File: config.mk
export PLATFORM = sky130hd
export DESIGN_NAME = forwarding_hazard_unit
export DESIGN_NICKNAME = d
export VERILOG_FILES = /design/src/rtl/forwarding_hazard_unit.sv
export SDC_FILE = /design/constraint.sdc
export NUM_CORES = 1
export LEC_CHECK = 0
export CAP_MARGIN = 20
export CORE_UTILIZATION = 30
export CTS_CLUSTER_SIZE = 24
export DETAILED_ROUTE_END_ITERATION = 12
export GPL_ROUTABILITY_DRIVEN = 0
export PLACE_DENSITY = 0.64
export RECOVER_POWER = 25
export SLEW_MARGIN = 0
export SYNTH_ARGS = -nofsm -noshare
export SYNTH_HDL_FRONTEND = slang
export SYNTH_SLANG_ARGS = --single-unit
File: constraint.sdc
create_clock -name clk -period 5 [get_ports clk]
set_clock_uncertainty 0.15 [all_clocks]
set_input_delay 0.5 -clock clk [delete_from_list [all_inputs] [get_ports clk]]
set_output_delay 0.5 -clock clk [all_outputs]
set_load 0.02 [all_outputs]
File: src/rtl/forwarding_hazard_unit.sv
// -----------------------------------------------------------------------------
// forwarding_hazard_unit
//
// Shadow-tracks the EX, MEM and WB stages of a 5-stage in-order pipeline and
// produces:
//   * EX operand forwarding selects (00 = register file, 10 = EX/MEM result,
//     11 = MEM/WB result; 01 is never produced),
//   * a one-cycle load-use stall,
//   * a flush on a taken branch/jump (a flush always overrides a stall).
//
// Optional build feature: define HAZARD_PERF_EN to add the 32-bit
// stall_cycles / flush_cycles performance counters and their output ports.
// Without the macro the ports and counters do not exist and the behaviour is
// otherwise identical.
//
// The register file is write-first, so a WB write that lands in the same
// cycle as the ID read needs no help from this block.
// -----------------------------------------------------------------------------
module forwarding_hazard_unit (
    input  logic        clk,
    input  logic        rst,
    input  logic        id_valid,
    input  logic [4:0]  id_rs1,
    input  logic [4:0]  id_rs2,
    input  logic        id_uses_rs1,
    input  logic        id_uses_rs2,
    input  logic [4:0]  id_rd,
    input  logic        id_regwrite,
    input  logic        id_memread,
    input  logic        branch_taken,
    output logic [1:0]  op1_fwd_src,
    output logic [1:0]  op2_fwd_src,
    output logic        stall,
    output logic        flush
`ifdef HAZARD_PERF_EN
    ,
    output logic [31:0] stall_cycles,
    output logic [31:0] flush_cycles
`endif
);

    // Operand select encodings
    localparam logic [1:0] SEL_RF    = 2'b00;
    localparam logic [1:0] SEL_EXMEM = 2'b10;
    localparam logic [1:0] SEL_MEMWB = 2'b11;
    localparam logic [4:0] REG_X0    = 5'd0;

    // -------------------------------------------------------------------------
    // Shadow slot state
    // -------------------------------------------------------------------------
    logic       ex_valid_r;
    logic [4:0] ex_rs1_r;
    logic [4:0] ex_rs2_r;
    logic [4:0] ex_rd_r;
    logic       ex_regwrite_r;
    logic       ex_memread_r;

    logic       mem_valid_r;
    logic [4:0] mem_rd_r;
    logic       mem_regwrite_r;
    logic       mem_memread_r;

    logic       wb_valid_r;
    logic [4:0] wb_rd_r;
    logic       wb_regwrite_r;

    // -------------------------------------------------------------------------
    // Combinational helpers
    // -------------------------------------------------------------------------
    logic op1_mem_hit_s;
    logic op1_wb_hit_s;
    logic op2_mem_hit_s;
    logic op2_wb_hit_s;
    logic load_use_s;
    logic bubble_s;
    logic unused_s;

    // True when a slot holds a live write to a non-x0 register equal to src.
    function automatic logic slot_writes(
        input logic       valid,
        input logic       regwrite,
        input logic [4:0] rd,
        input logic [4:0] src
    );
        return valid & regwrite & (rd != REG_X0) & (rd == src);
    endfunction

    // The younger producer (MEM slot) wins over the older one (WB slot).
    function automatic logic [1:0] fwd_select(
        input logic mem_hit,
        input logic wb_hit
    );
        logic [1:0] sel;
        if (mem_hit) begin
            sel = SEL_EXMEM;
        end else if (wb_hit) begin
            sel = SEL_MEMWB;
        end else begin
            sel = SEL_RF;
        end
        return sel;
    endfunction

    // Match the EX operands against the MEM and WB producers.
    always_comb begin
        op1_mem_hit_s = slot_writes(mem_valid_r, mem_regwrite_r, mem_rd_r, ex_rs1_r);
        op1_wb_hit_s  = slot_writes(wb_valid_r,  wb_regwrite_r,  wb_rd_r,  ex_rs1_r);
        op2_mem_hit_s = slot_writes(mem_valid_r, mem_regwrite_r, mem_rd_r, ex_rs2_r);
        op2_wb_hit_s  = slot_writes(wb_valid_r,  wb_regwrite_r,  wb_rd_r,  ex_rs2_r);
    end

    // Detect an ID instruction reading the destination of a load sitting in EX.
    always_comb begin
        load_use_s = 1'b0;
        if (ex_valid_r && ex_memread_r && (ex_rd_r != REG_X0) && id_valid) begin
            load_use_s = (id_uses_rs1 && (id_rs1 == ex_rd_r)) ||
                         (id_uses_rs2 && (id_rs2 == ex_rd_r));
        end else begin
            load_use_s = 1'b0;
        end
    end

    // Drive the hazard outputs; reset forces everything quiet, flush beats stall.
    always_comb begin
        op1_fwd_src = SEL_RF;
        op2_fwd_src = SEL_RF;
        stall       = 1'b0;
        flush       = 1'b0;
        if (rst) begin
            op1_fwd_src = SEL_RF;
            op2_fwd_src = SEL_RF;
            stall       = 1'b0;
            flush       = 1'b0;
        end else begin
            op1_fwd_src = fwd_select(op1_mem_hit_s, op1_wb_hit_s);
            op2_fwd_src = fwd_select(op2_mem_hit_s, op2_wb_hit_s);
            flush       = branch_taken;
            if (branch_taken) begin
                stall = 1'b0;
            end else begin
                stall = load_use_s;
            end
        end
    end

    assign bubble_s = stall | flush;

    // The MEM load flag is kept for completeness of the MEM shadow slot; no
    // output depends on it because the stall keeps dependents out of EX.
    assign unused_s = mem_memread_r;

    // Advance the shadow pipeline: WB <- MEM, MEM <- EX, EX <- ID or bubble.
    always_ff @(posedge clk) begin
        if (rst) begin
            ex_valid_r     <= 1'b0;
            ex_rs1_r       <= 5'd0;
            ex_rs2_r       <= 5'd0;
            ex_rd_r        <= 5'd0;
            ex_regwrite_r  <= 1'b0;
            ex_memread_r   <= 1'b0;
            mem_valid_r    <= 1'b0;
            mem_rd_r       <= 5'd0;
            mem_regwrite_r <= 1'b0;
            mem_memread_r  <= 1'b0;
            wb_valid_r     <= 1'b0;
            wb_rd_r        <= 5'd0;
            wb_regwrite_r  <= 1'b0;
        end else begin
            wb_valid_r     <= mem_valid_r;
            wb_rd_r        <= mem_rd_r;
            wb_regwrite_r  <= mem_regwrite_r;

            mem_valid_r    <= ex_valid_r;
            mem_rd_r       <= ex_rd_r;
            mem_regwrite_r <= ex_regwrite_r;
            mem_memread_r  <= ex_memread_r;

            if (bubble_s) begin
                // A bubble is a fully zeroed slot so it can never match x0+
                ex_valid_r    <= 1'b0;
                ex_rs1_r      <= 5'd0;
                ex_rs2_r      <= 5'd0;
                ex_rd_r       <= 5'd0;
                ex_regwrite_r <= 1'b0;
                ex_memread_r  <= 1'b0;
            end else begin
                ex_valid_r    <= id_valid;
                ex_rs1_r      <= id_rs1;
                ex_rs2_r      <= id_rs2;
                ex_rd_r       <= id_rd;
                ex_regwrite_r <= id_regwrite;
                ex_memread_r  <= id_memread;
            end
        end
    end

`ifdef HAZARD_PERF_EN
    logic [31:0] stall_cycles_r;
    logic [31:0] flush_cycles_r;

    // Count stall cycles; wraps naturally at 32 bits.
    always_ff @(posedge clk) begin
        if (rst) begin
            stall_cycles_r <= 32'd0;
        end else if (stall) begin
            stall_cycles_r <= stall_cycles_r + 32'd1;
        end else begin
            stall_cycles_r <= stall_cycles_r;
        end
    end

    // Count flush cycles; wraps naturally at 32 bits.
    always_ff @(posedge clk) begin
        if (rst) begin
            flush_cycles_r <= 32'd0;
        end else if (flush) begin
            flush_cycles_r <= flush_cycles_r + 32'd1;
        end else begin
            flush_cycles_r <= flush_cycles_r;
        end
    end

    assign stall_cycles = stall_cycles_r;
    assign flush_cycles = flush_cycles_r;
`endif

endmodule

==> flow_summary.yaml, run 1 <==
placement:
  port_buffers: 28
  dpl_worst_slack_ns: 1.85
  dp_cells: 224
  dp_hpwl_mm: 2.12
  place_area_um2: 1750
grt:
  grt_pass1_vias: 1021
  grt_pass1_wl_mm: 4.80
  grt_usage_pct: 13.0
  grt_max_degree: 22
  antenna_found_initial: 0
  overflow: 0
status:
  outcome: "finished, violations left"
  violations: "design-rule violations"
clock_tree:
  path_clk_slew_ns: 0.07
  insertion_delay_ns: 0.28
  cts_tree: "built"
  postCtsSetupBuffers: 0
  root_buffer: "clkbuf_8"
  cts_resized: 0
  clock-sinks: 32
  clockBufferDepth: 2
  htree_levels: 2
  cts.hold.buffers_added: 0
  cts_buffers: 5
synthesis:
  synth.most_common_cell: "dfxtp_1"
  yosys.area_share.simple_pct: 19.0
  synth.area.mux_share_pct: 0
  synth_top_family_by_area: "simple AND/OR/NAND/NOR gates"
  yosys-top-cells-area: "dfxtp_1 (45%), xnor2_1 (12%), nor2b_1 (6.6%), xor2_1 (6.2%), a211oi_1 (4.8%)"
  synthXorXnorAreaFrac_pct: 18.6
  ys_seq_area_share_pct: 45.3
  ys_ff_latch: 32
  ys.flop_type: "dfxtp_1"
  synthTopCellsByCount: "dfxtp_1 (32), xnor2_1 (20), nor2b_1 (15), inv_1 (11), xor2_1 (10)"
  syn_area_um2: 1410
  synth_top_area_share_pct: 45.3
  synthAdderAreaFrac_pct: 0
  synth_edf_count: 0
  ys_warn_count: 0
  syn_nets: 169
  netlist_instances: 146
  ys_async_sr_fraction_pct: 0
  syn_avg_cell_area_um2: 9.68
  synth_area_leader_cell: "dfxtp_1"
  synth_compound_area_share_pct: 12.2
  ys_types: 30
detailed_routing:
  via_per_inst: 4.55
  via_count: 1055
  detail-route-antenna-nets: 0
  drt_wl_total_mm: 2.86
  drtIter0Drc: 16
  wire_per_inst_um: 12.3
  firstDrtPassIters: 10
  drc_errors: 2
final_layout:
  final.fill_count: 448
  final_area_um2: 1860
  nets: 202
  antenna_cells: 0
  area_growth_pct: 31.7
  post-route-util_pct: 41.9
  drive_above_1_share_pct: 10.0
  finalNonFillerCells: 232
pwr:
  seqPwrFrac_pct: 47.2
  power_switching_uw: 131
  p_leak_nw: 0.743
  p_int_uw: 444
  clkPwrFrac_pct: 42.9
  p_per_area_nw_per_um2: 309
  peakVddDrop_v: 0.000157
  swShare_pct: 22.7
  power_uw: 575
  power_frac_comb_pct: 9.9
sta:
  rsz0062_at_grt: "no"
  hold_violations: 0
  setup_violations: 0
  whs_ns: 0.299
  tightest_slew_ns: 0.938
  setup_ws_ns: 1.39
  slew_headroom_pct: 37.5
  fin_tns_setup_ns: 0
  max_clock_freq_mhz: 277
  finalWorstPathRequiredPeriod_ns: 3.61
  finalMaxSlewViolations: 0
  finalCritPeriodShare_pct: 72.2
run:
  drv_cap: 0
floorplanning:
  coreArea_um2: 4440
  die_height_um: 70.6
  fp-row-count: 24
  start_util_pct: 31.8
  die_w_um: 70.6
  dieArea_um2: 4990
  io_pins: 29
worst_setup_path:
  crit_required_ns: 4.35
  slowest_delay_ns: 0.59
  cp_num_cells: 8
  endpoint: "stall"
  timing.rr.end: "ex_rs2_r[1]"
  reg2reg_depth: 5
  reg2reg_from: "ex_rd_r[1]"
  critPathBufInv: 4
  critPathLaunch: "rst"
  critPathTopFamily: "buffers and inverters"
  r2r_slack_ns: 3.26
  crit_slowest_cell: "clkdlybuf4s50_1"
  crit_path_end_kind: "primary output"
  critPathKind: "in2out"
  path_cells: "dlygate4sd3_1 -> clkbuf_1 -> nor2b_1 -> nand3_1 -> nor3_2 -> buf_4 -> and2_1 -> clkdlybuf4s50_1"
  cp_max_fo: 21
  cp.arrival_ns: 2.96
  worstSetupStartpointType: "primary input"
worst_hold_path:
  hp-class: "reg2reg"
[power by group through the flow]
stage	logic, mW	clock network [mW]	registers (mW)
after global routing	0.0629	0.265	0.272
after CTS	0.0583	0.252	0.271
after global placement	0.0577	0	0.277
after floorplan	0.0316	0	0.275
after detailed placement	0.0581	0	0.277
final	0.0571	0.247	0.271
[layout by cell type, fill, tap and decap left out, types with 2 or more instances in the layout]
master / n
dfxtp_1: 32
clkdlybuf4s50_1: 27
xnor2_1: 20
nor2b_1: 15
inv_1: 11
xor2_1: 10
nand2_1: 9
a211oi_1: 9
a21oi_1: 8
clkbuf_8: 5
nand4_1: 3
or4_1: 3
nand3_1: 3
nor3_1: 2
a211oi_2: 2
buf_4: 2
[sequential cells by signal, summed over array words and instances (netlist names)]
| signal | cells |
|---|---|
| ex_rd_r | 5 |
| mem_regwrite_r | 1 |
| wb_rd_r | 5 |
| ex_regwrite_r | 1 |
| ex_valid_r | 1 |
| ex_rs1_r | 5 |
| mem_rd_r | 5 |
| wb_regwrite_r | 1 |
| ex_memread_r | 1 |
| ex_rs2_r | 5 |
| mem_valid_r | 1 |
| wb_valid_r | 1 |
[layout make-up]
class / count / area [um2] / area share [%]
clock buffer: 5 / 68.8 / 3.70
clock inverter: 3 / 42.5 / 2.29
inverter: 11 / 41.3 / 2.22
multi-input combinational: 98 / 703 / 37.8
sequential: 32 / 641 / 34.4
tap: 52 / 65.1 / 3.50
timing repair buffer: 31 / 299 / 16.1
[layer usage]
| layer | up-vias | routed length [um] | global-route usage [%] |
|---|---|---|---|
| met1 | 475 | 1340 | 15.1 |
| met3 | 6 | 126 | 5.56 |
| met5 | - | 0 | 0 |
| li1 | 553 | - | - |
| met4 | 0 | 68 | 6.67 |
| met2 | 21 | 1320 | 20.6 |
[how the worst min path moves through the flow]
stage	start	endpoint	slack [ns]	cells after the start
detailed placement	ex_regwrite_r	mem_regwrite_r	0.29	1
finish	ex_regwrite_r	mem_regwrite_r	0.30	1
CTS	ex_regwrite_r	mem_regwrite_r	0.30	1
global placement	ex_regwrite_r	mem_regwrite_r	0.27	1
global route	ex_regwrite_r	mem_regwrite_r	0.31	1
floorplan	ex_regwrite_r	mem_regwrite_r	0.26	1
[worst register-to-register path: stages, from the launching register on]
cell      delay (ns)
dfxtp_1         0.35
or4_1           0.55
nor2_2          0.12
nor3_2          0.05
buf_4           0.20
a211oi_1        0.23
[logic make-up after synthesis]
kind of cell / after synthesis
xor gates and xnor gates: 30
buffers and inverters: 16
AOI/OAI and AO/OA: 23
and+or+nand+nor: 45
DFF: 32
Note: power is estimated with default switching activity, not from simulation.
==> run 2: changes to the inputs <==
clock period = 3.42 ns   (was 5 ns; I/O delays follow)
==> run 2 against run 1 <==
The flow still finishes with violations (design-rule violations). Sequential cell count unchanged. Clock power increased by 21%. Final area decreased by 1.0%.
==> flow_summary.yaml, run 2 (same netlist as run 1, synthesis figures left out) <==
placement:
  port_buffers: 28
  dp_cells: 224
  dp_hpwl_mm: 2.12
  place_area_um2: 1750
clock_tree:
  cts_buffers: 5
  path_clk_slew_ns: 0.07
  clock-sinks: 32
  cts_tree: "built"
  postCtsSetupBuffers: 0
  cts_resized: 0
  cts.hold.buffers_added: 0
  htree_levels: 2
  insertion_delay_ns: 0.28
  clockBufferDepth: 2
  root_buffer: "clkbuf_8"
floorplanning:
  fp-row-count: 24
  coreArea_um2: 4440
  dieArea_um2: 4990
  die_height_um: 70.6
  die_w_um: 70.6
  io_pins: 29
  start_util_pct: 31.8
sta:
  finalCritPeriodShare_pct: 83.0
  rsz0062_at_grt: "no"
  hold_violations: 0
  max_clock_freq_mhz: 352
  whs_ns: 0.298
  finalWorstPathRequiredPeriod_ns: 2.84
  slew_headroom_pct: 42.4
  fin_tns_setup_ns: 0
  setup_violations: 0
  finalMaxSlewViolations: 0
  tightest_slew_ns: 0.863
detailed_routing:
  wire_per_inst_um: 12.0
  drc_errors: 2
  via_per_inst: 4.50
  detail-route-antenna-nets: 0
  via_count: 1043
  drt_wl_total_mm: 2.79
  firstDrtPassIters: 8
  drtIter0Drc: 33
grt:
  overflow: 0
  antenna_found_initial: 0
  grt_pass1_vias: 1020
  met3_usage_pct: 4.27
  grt.busiest_layer: "met2"
  grt_usage_pct: 12.8
  grt_max_degree: 21
  use_met1_pct: 15.6
  gr-usage-met2_pct: 20.1
  grt_pass1_wl_mm: 4.82
worst_setup_path:
  cp.arrival_ns: 2.35
  r2r_slack_ns: 1.69
  crit_required_ns: 2.93
  crit_path_end_kind: "primary output"
  worstSetupStartpointType: "register"
  cp_max_fo: 4
  critPathKind: "reg2out"
status:
  violations: "design-rule violations"
  outcome: "finished, violations left"
pwr:
  p_per_area_nw_per_um2: 422
  peakVddDrop_v: 0.000208
  p_leak_nw: 0.739
final_layout:
  drive_above_1_share_pct: 10.0
  layout_commonest_cell: "dfxtp_1"
  final_area_um2: 1840
  post-route-util_pct: 41.4
  final_cell_mix: "dfxtp_1 (32), clkdlybuf4s50_1 (27), xnor2_1 (20)"
  finalNonFillerCells: 232
  nets: 202
  area_growth_pct: 30.4
  antenna_cells: 0
worst_hold_path:
  hp-class: "reg2reg"
run:
  drv_cap: 0
## run 2: final cells by class
| cell class | count | area [um2] |
|---|---|---|
| tap | 52 | 65.1 |
| sequential | 32 | 641 |
| inverter | 11 | 41.3 |
| clock inverter | 2 | 10.0 |
| multi-input combinational | 98 | 703 |
| clock buffer | 6 | 82.6 |
| fill | 452 | 2600 |
| timing repair buffer | 31 | 299 |
## run 2: per-stage QoR
step | setup slack, ns | power (mW)
6_report | 0.582 | 0.777
5_1_grt | 0.383 | 0.812
4_1_cts | 0.538 | 0.784
3_5_place_dp | 0.847 | 0.490
3_3_place_gp | 0.826 | 0.489
2_1_floorplan | 1.30 | 0.448
## run 2: final timing paths
| check | startpoint | endpoint | cells after the start |
|---|---|---|---|
| worst min-delay path | ex_regwrite_r | mem_regwrite_r | 1 |
| worst max register to register | ex_rd_r[1] | ex_rs2_r[2] | 5 |
| worst min register to register | ex_regwrite_r | mem_regwrite_r | 1 |
| worst max-delay path | mem_rd_r[1] | op1_fwd_src[0] | 5 |
## run 2: per-layer routing
| layer | vias to the layer above | wire length, um |
|---|---|---|
| met5 | - | 0 |
| met4 | 0 | 69 |
| met3 | 9 | 117 |
| met2 | 23 | 1350 |
| met1 | 457 | 1260 |
| li1 | 554 | - |
## run 2: critical path: stages, from the launching register on
cell and delay [ns]:
dfxtp_1 0.34, or4_1 0.55, o211ai_1 0.24, or4_1 0.18, nor3b_2 0.15, clkdlybuf4s50_1 0.62
## run 2: where the power goes
group          internal, mW  leakage (nW)  switching [mW]  total [mW]
combinational        0.0494         0.427          0.0337      0.0831
sequential            0.385         0.262          0.0113       0.396
clock                 0.160        0.0510           0.137       0.298
==> patch 1: new RTL, settings of run 2 <==
The localparam `REG_X0` goes from 5'd0 to 5'd1.
--- a/src/rtl/forwarding_hazard_unit.sv
+++ b/src/rtl/forwarding_hazard_unit.sv
@@ -45,3 +45,3 @@
     localparam logic [1:0] SEL_MEMWB = 2'b11;
-    localparam logic [4:0] REG_X0    = 5'd0;
+    localparam logic [4:0] REG_X0    = 5'd1;
 
Check against the original RTL: not equivalent (a bounded check fails within 4 cycles, from zero or initial values and one cycle with rst high).
==> patch 1 against run 2 <==
  * Worst setup slack better by 80 ps
  * Sequential share of layout area down 0.23 points
  * First-iteration DRC count is 39% lower
  * Critical endpoint unchanged
  * Sequential cell count is the same
  * Maximum frequency is 2.9% higher
  * Largest power group unchanged
  * Sequential power barely moved
  * Non-clock buffer count stayed put
  * Cell area increased by 0.68%
  * Core utilization up 0.28 points
  * Critical path type unchanged
  * Clock power is essentially flat
  * Area after synthesis grew 0.80%
  * Routed wire length is 3.2% higher
  * Power hardly changed
==> patch 1: results (changes against run 2) <==
grt_pass1_vias: 1011  # was 1020
dp_hpwl_um: 2269  # was 2121 um
placed_cell_area_mm2: 0.001764  # was 0.001753 mm^2
worstSkewPairLatency_ps: 280  # about the same
tritoncts.num_buffers: 5  # unchanged
reg2reg_to: "ex_rs2_r[2]"  # unchanged
wire_per_inst_um: 12.42  # was 12.03 um
place_ws_ps: 726.9  # was 847.2 ps
track_usage_pct: 12.71  # was 12.76%
cts_setup_buffers: 0  # unchanged
syn_nets: 169  # unchanged
arrival_ps: 2270  # was 2350 ps
p_leak_nw: 0.7189  # was 0.7394 nW
nets: 202  # unchanged
seq_area_frac_synth_pct: 44.99  # was 45.35%
r2r_setup_slack_ps: 1770  # was 1690 ps
fillers: 448  # was 452
outcome: "complete, no violations"  # was finished, violations left
routed_wl_um: 2882  # was 2792 um
r2r-start: "ex_rd_r[4]"  # was ex_rd_r[1]
synth_cell_types: 24  # was 30
synth_area_leaders: "dfxtp_1 45%, xnor2_1 11%, xor2_1 7.4%"  # was dfxtp_1 45%, xnor2_1 12%, nor2b_1 6.6%
netlist_top_cells_count: "32 x dfxtp_1, 18 x xnor2_1, 15 x nor2b_1"  # was 32 x dfxtp_1, 20 x xnor2_1, 15 x nor2b_1
antenna_found_initial: 0  # unchanged
routed-via-count: 1053  # was 1043
slew_headroom_pct: 39.55  # was 42.44%
grt_pass1_wl_um: 4698  # was 4823 um
worst_path_dominant_cell_family: "simple AND/OR/NAND/NOR gates"  # unchanged
drt-initial-drc-count: 20  # was 33
hold-worst-slack_ps: 308.3  # was 298.3 ps
drive_gt1_share_pct: 8.333  # was 10.00%
vdd_drop_max_mv: 0.1842  # was 0.2077 mV
slowest_stage: "clkdlybuf4s50_1"  # unchanged
internal-power_mw: 0.5963  # was 0.5946 mW
first_pass_iters: 4  # was 8
path_max_fanout: 4  # unchanged
==> patch 1: cell families (layout without fill, tap and decap cells) <==
kind of cell / after synthesis / in the layout / synth area share [%]
flops: 32 / 32 / 44.99
xor+xnor: 30 / 30 / 18.45
simple gates: 45 / 45 / 19.95
compound gates: 23 / 23 / 11.77
buf+inv: 16 / 50 / 4.833
==> patch 1: how the worst max path moves through the flow <==
stage	startpoint	to	slack, ps	cells after the start
CTS	mem_rd_r[0]	op1_fwd_src[0]	640	5
floorplan	mem_rd_r[0]	op1_fwd_src[0]	1510	4
global placement	id_rs2[4]	stall	710	6
finish	mem_rd_r[0]	op1_fwd_src[0]	660	5
global route	rst	op2_fwd_src[1]	570	4
detailed placement	id_rs2[4]	stall	730	6
==> patch 1: area by class of cell <==
type                    count  area [um^2]  area share [%]
flip-flops and latches     32        640.6           34.55
well taps                  52        65.06           3.509
inverters                  11        41.29           2.227
clock buffers               7        86.33           4.656
clock inverters             1        7.507          0.4049
repair buffers             31        299.0           16.13
multi-input cells          98        714.4           38.53
==> patch 1: power by group through the flow <==
stage | combinational, mW | sequential, mW | clock (mW)
after floorplan | 0.0459 | 0.402 | 0
after global placement | 0.0837 | 0.405 | 0
after detailed placement | 0.0845 | 0.405 | 0
after CTS | 0.0847 | 0.397 | 0.306
after global routing | 0.0906 | 0.398 | 0.324
final | 0.0824 | 0.397 | 0.297
==> patch 1: per-layer routing <==
metal,routed length [um],global-route usage [%]
met1,1290,14.31
met2,1440,20.94
met3,86,3.989
met4,64,8.000
met5,0,0
==> patch 2: new RTL, settings of run 2 <==
Without the edit above. `mem_rd_r` no longer has a reset.
--- a/src/rtl/forwarding_hazard_unit.sv
+++ b/src/rtl/forwarding_hazard_unit.sv
@@ -161,3 +161,2 @@
             mem_valid_r    <= 1'b0;
-            mem_rd_r       <= 5'd0;
             mem_regwrite_r <= 1'b0;
@@ -173,3 +172,2 @@
             mem_valid_r    <= ex_valid_r;
-            mem_rd_r       <= ex_rd_r;
             mem_regwrite_r <= ex_regwrite_r;
@@ -196,2 +194,6 @@
 
+    always_ff @(posedge clk) begin
+        mem_rd_r <= ex_rd_r;
+    end
+
 `ifdef HAZARD_PERF_EN
Behaviour: same outputs for any inputs over 10 cycles, from zero or initial values and one cycle with rst high; that may be too few to reach the edited logic, so the function may still have changed.
==> patch 2 against run 2 <==
  * Worst setup slack got worse by 73 ps
  * Count of clock-buffer cells in the layout unchanged
  * Area after synthesis fell by 1.9%
  * Sequential cell count is the same
  * First-iteration DRC count fell by 58%
  * Power rose by 0.26%
  * Routed wire length decreased by 5.1%
  * Die area down 1.8%
  * Cell area decreased by 1.5%
  * Critical path type unchanged
  * Largest cell class unchanged
==> patch 2: results (changes against run 2) <==
routed_wl_um: 2650  # was 2792 um
vias_per_cell: 4.630  # was 4.496
netlist_top_cells_count: "32 x dfxtp_1, 20 x xnor2_1, 11 x inv_1"  # was 32 x dfxtp_1, 20 x xnor2_1, 15 x nor2b_1
first_pass_iters: 3  # was 8
placed_cell_area_mm2: 0.001728  # was 0.001753 mm^2
place_ws_ps: 791.9  # was 847.2 ps
seq_area_frac_synth_pct: 46.21  # was 45.35%
drt-initial-drc-count: 14  # was 33
arrival_ps: 2420  # was 2350 ps
grt_pass1_vias: 1031  # was 1020
dp_hpwl_um: 2089  # was 2121 um
tightest_slew_ps: 651.9  # was 863.4 ps
grt_pass1_wl_um: 4443  # was 4823 um
synth_cell_types: 32  # was 30
p_clk_share_pct: 37.8  # was 38.3%
track_usage_pct: 11.75  # was 12.76%
syn_nets: 163  # was 169
p_leak_nw: 0.7223  # was 0.7394 nW
drive_gt1_share_pct: 10.86  # was 10.00%
synth_area_leaders: "dfxtp_1 46%, xnor2_1 13%, xor2_1 6.3%"  # was dfxtp_1 45%, xnor2_1 12%, nor2b_1 6.6%
powerSeq_mw: 0.400  # was 0.396 mW
nets: 197  # was 202
cts_resized: 0  # unchanged
p_sw_mw: 0.1807  # was 0.1822 mW
outcome: "complete, no violations"  # was finished, violations left
fillers: 442  # was 452
-- patch 2: cell types whose count changed in the layout (fill, tap and decap cells not counted), sizes merged --
cell	before	now
nor2b	15	10
-- patch 2: worst max-delay path: stages (launching register included) --
cell and delay [ps]:
dfxtp_1 350, or4_1 550, o211ai_1 270, or4_1 190, nor3b_2 160, clkdlybuf4s50_1 620
-- patch 2: metal layers --
layer | track usage (%) | vias up | routed length, um
li1 | - | 543 | -
met1 | 13.36 | 476 | 1158
met2 | 20.30 | 25 | 1313
met3 | 3.319 | 7 | 120
met4 | 5.333 | 0 | 58
met5 | 0 | - | 0
-- patch 2: per-stage QoR --
step	cells	utilization, %	power [mW]
2_1_floorplan	140	-	0.4524
3_5_place_dp	219	39.41	0.4949
5_1_grt	227	41.38	0.8120
4_1_cts	227	41.52	0.7871
3_3_place_gp	219	39.41	0.4940
6_report	227	41.38	0.7788
-- patch 2: logic make-up (layout without fill, tap and decap cells) --
family | Yosys count | count (layout) | share of synthesized area, %
xor+xnor | 30 | 30 | 18.95
compound gates | 23 | 23 | 12.45
flops | 32 | 32 | 46.21
simple gates | 40 | 40 | 17.51
buf+inv | 15 | 50 | 4.874
-- patch 2: final timing paths --
kind                    start             end  slack (ps)  cells past startpoint
setup / recovery  mem_rd_r[1]  op1_fwd_src[0]         510                      5
hold / removal     ex_rd_r[4]     mem_rd_r[4]         280                      0
setup reg to reg   ex_rd_r[1]     ex_rs2_r[2]        1660                      5
hold reg to reg    ex_rd_r[4]     mem_rd_r[4]         280                      0
-- patch 2: cell type report --
cell class / instances / share of cell area [%]
multi-input cells: 93 / 37.24
flip-flops and latches: 32 / 35.31
inverters: 11 / 2.276
clock inverters: 2 / 0.5517
repair buffers: 31 / 16.48
clock buffers: 6 / 4.552
well taps: 52 / 3.586
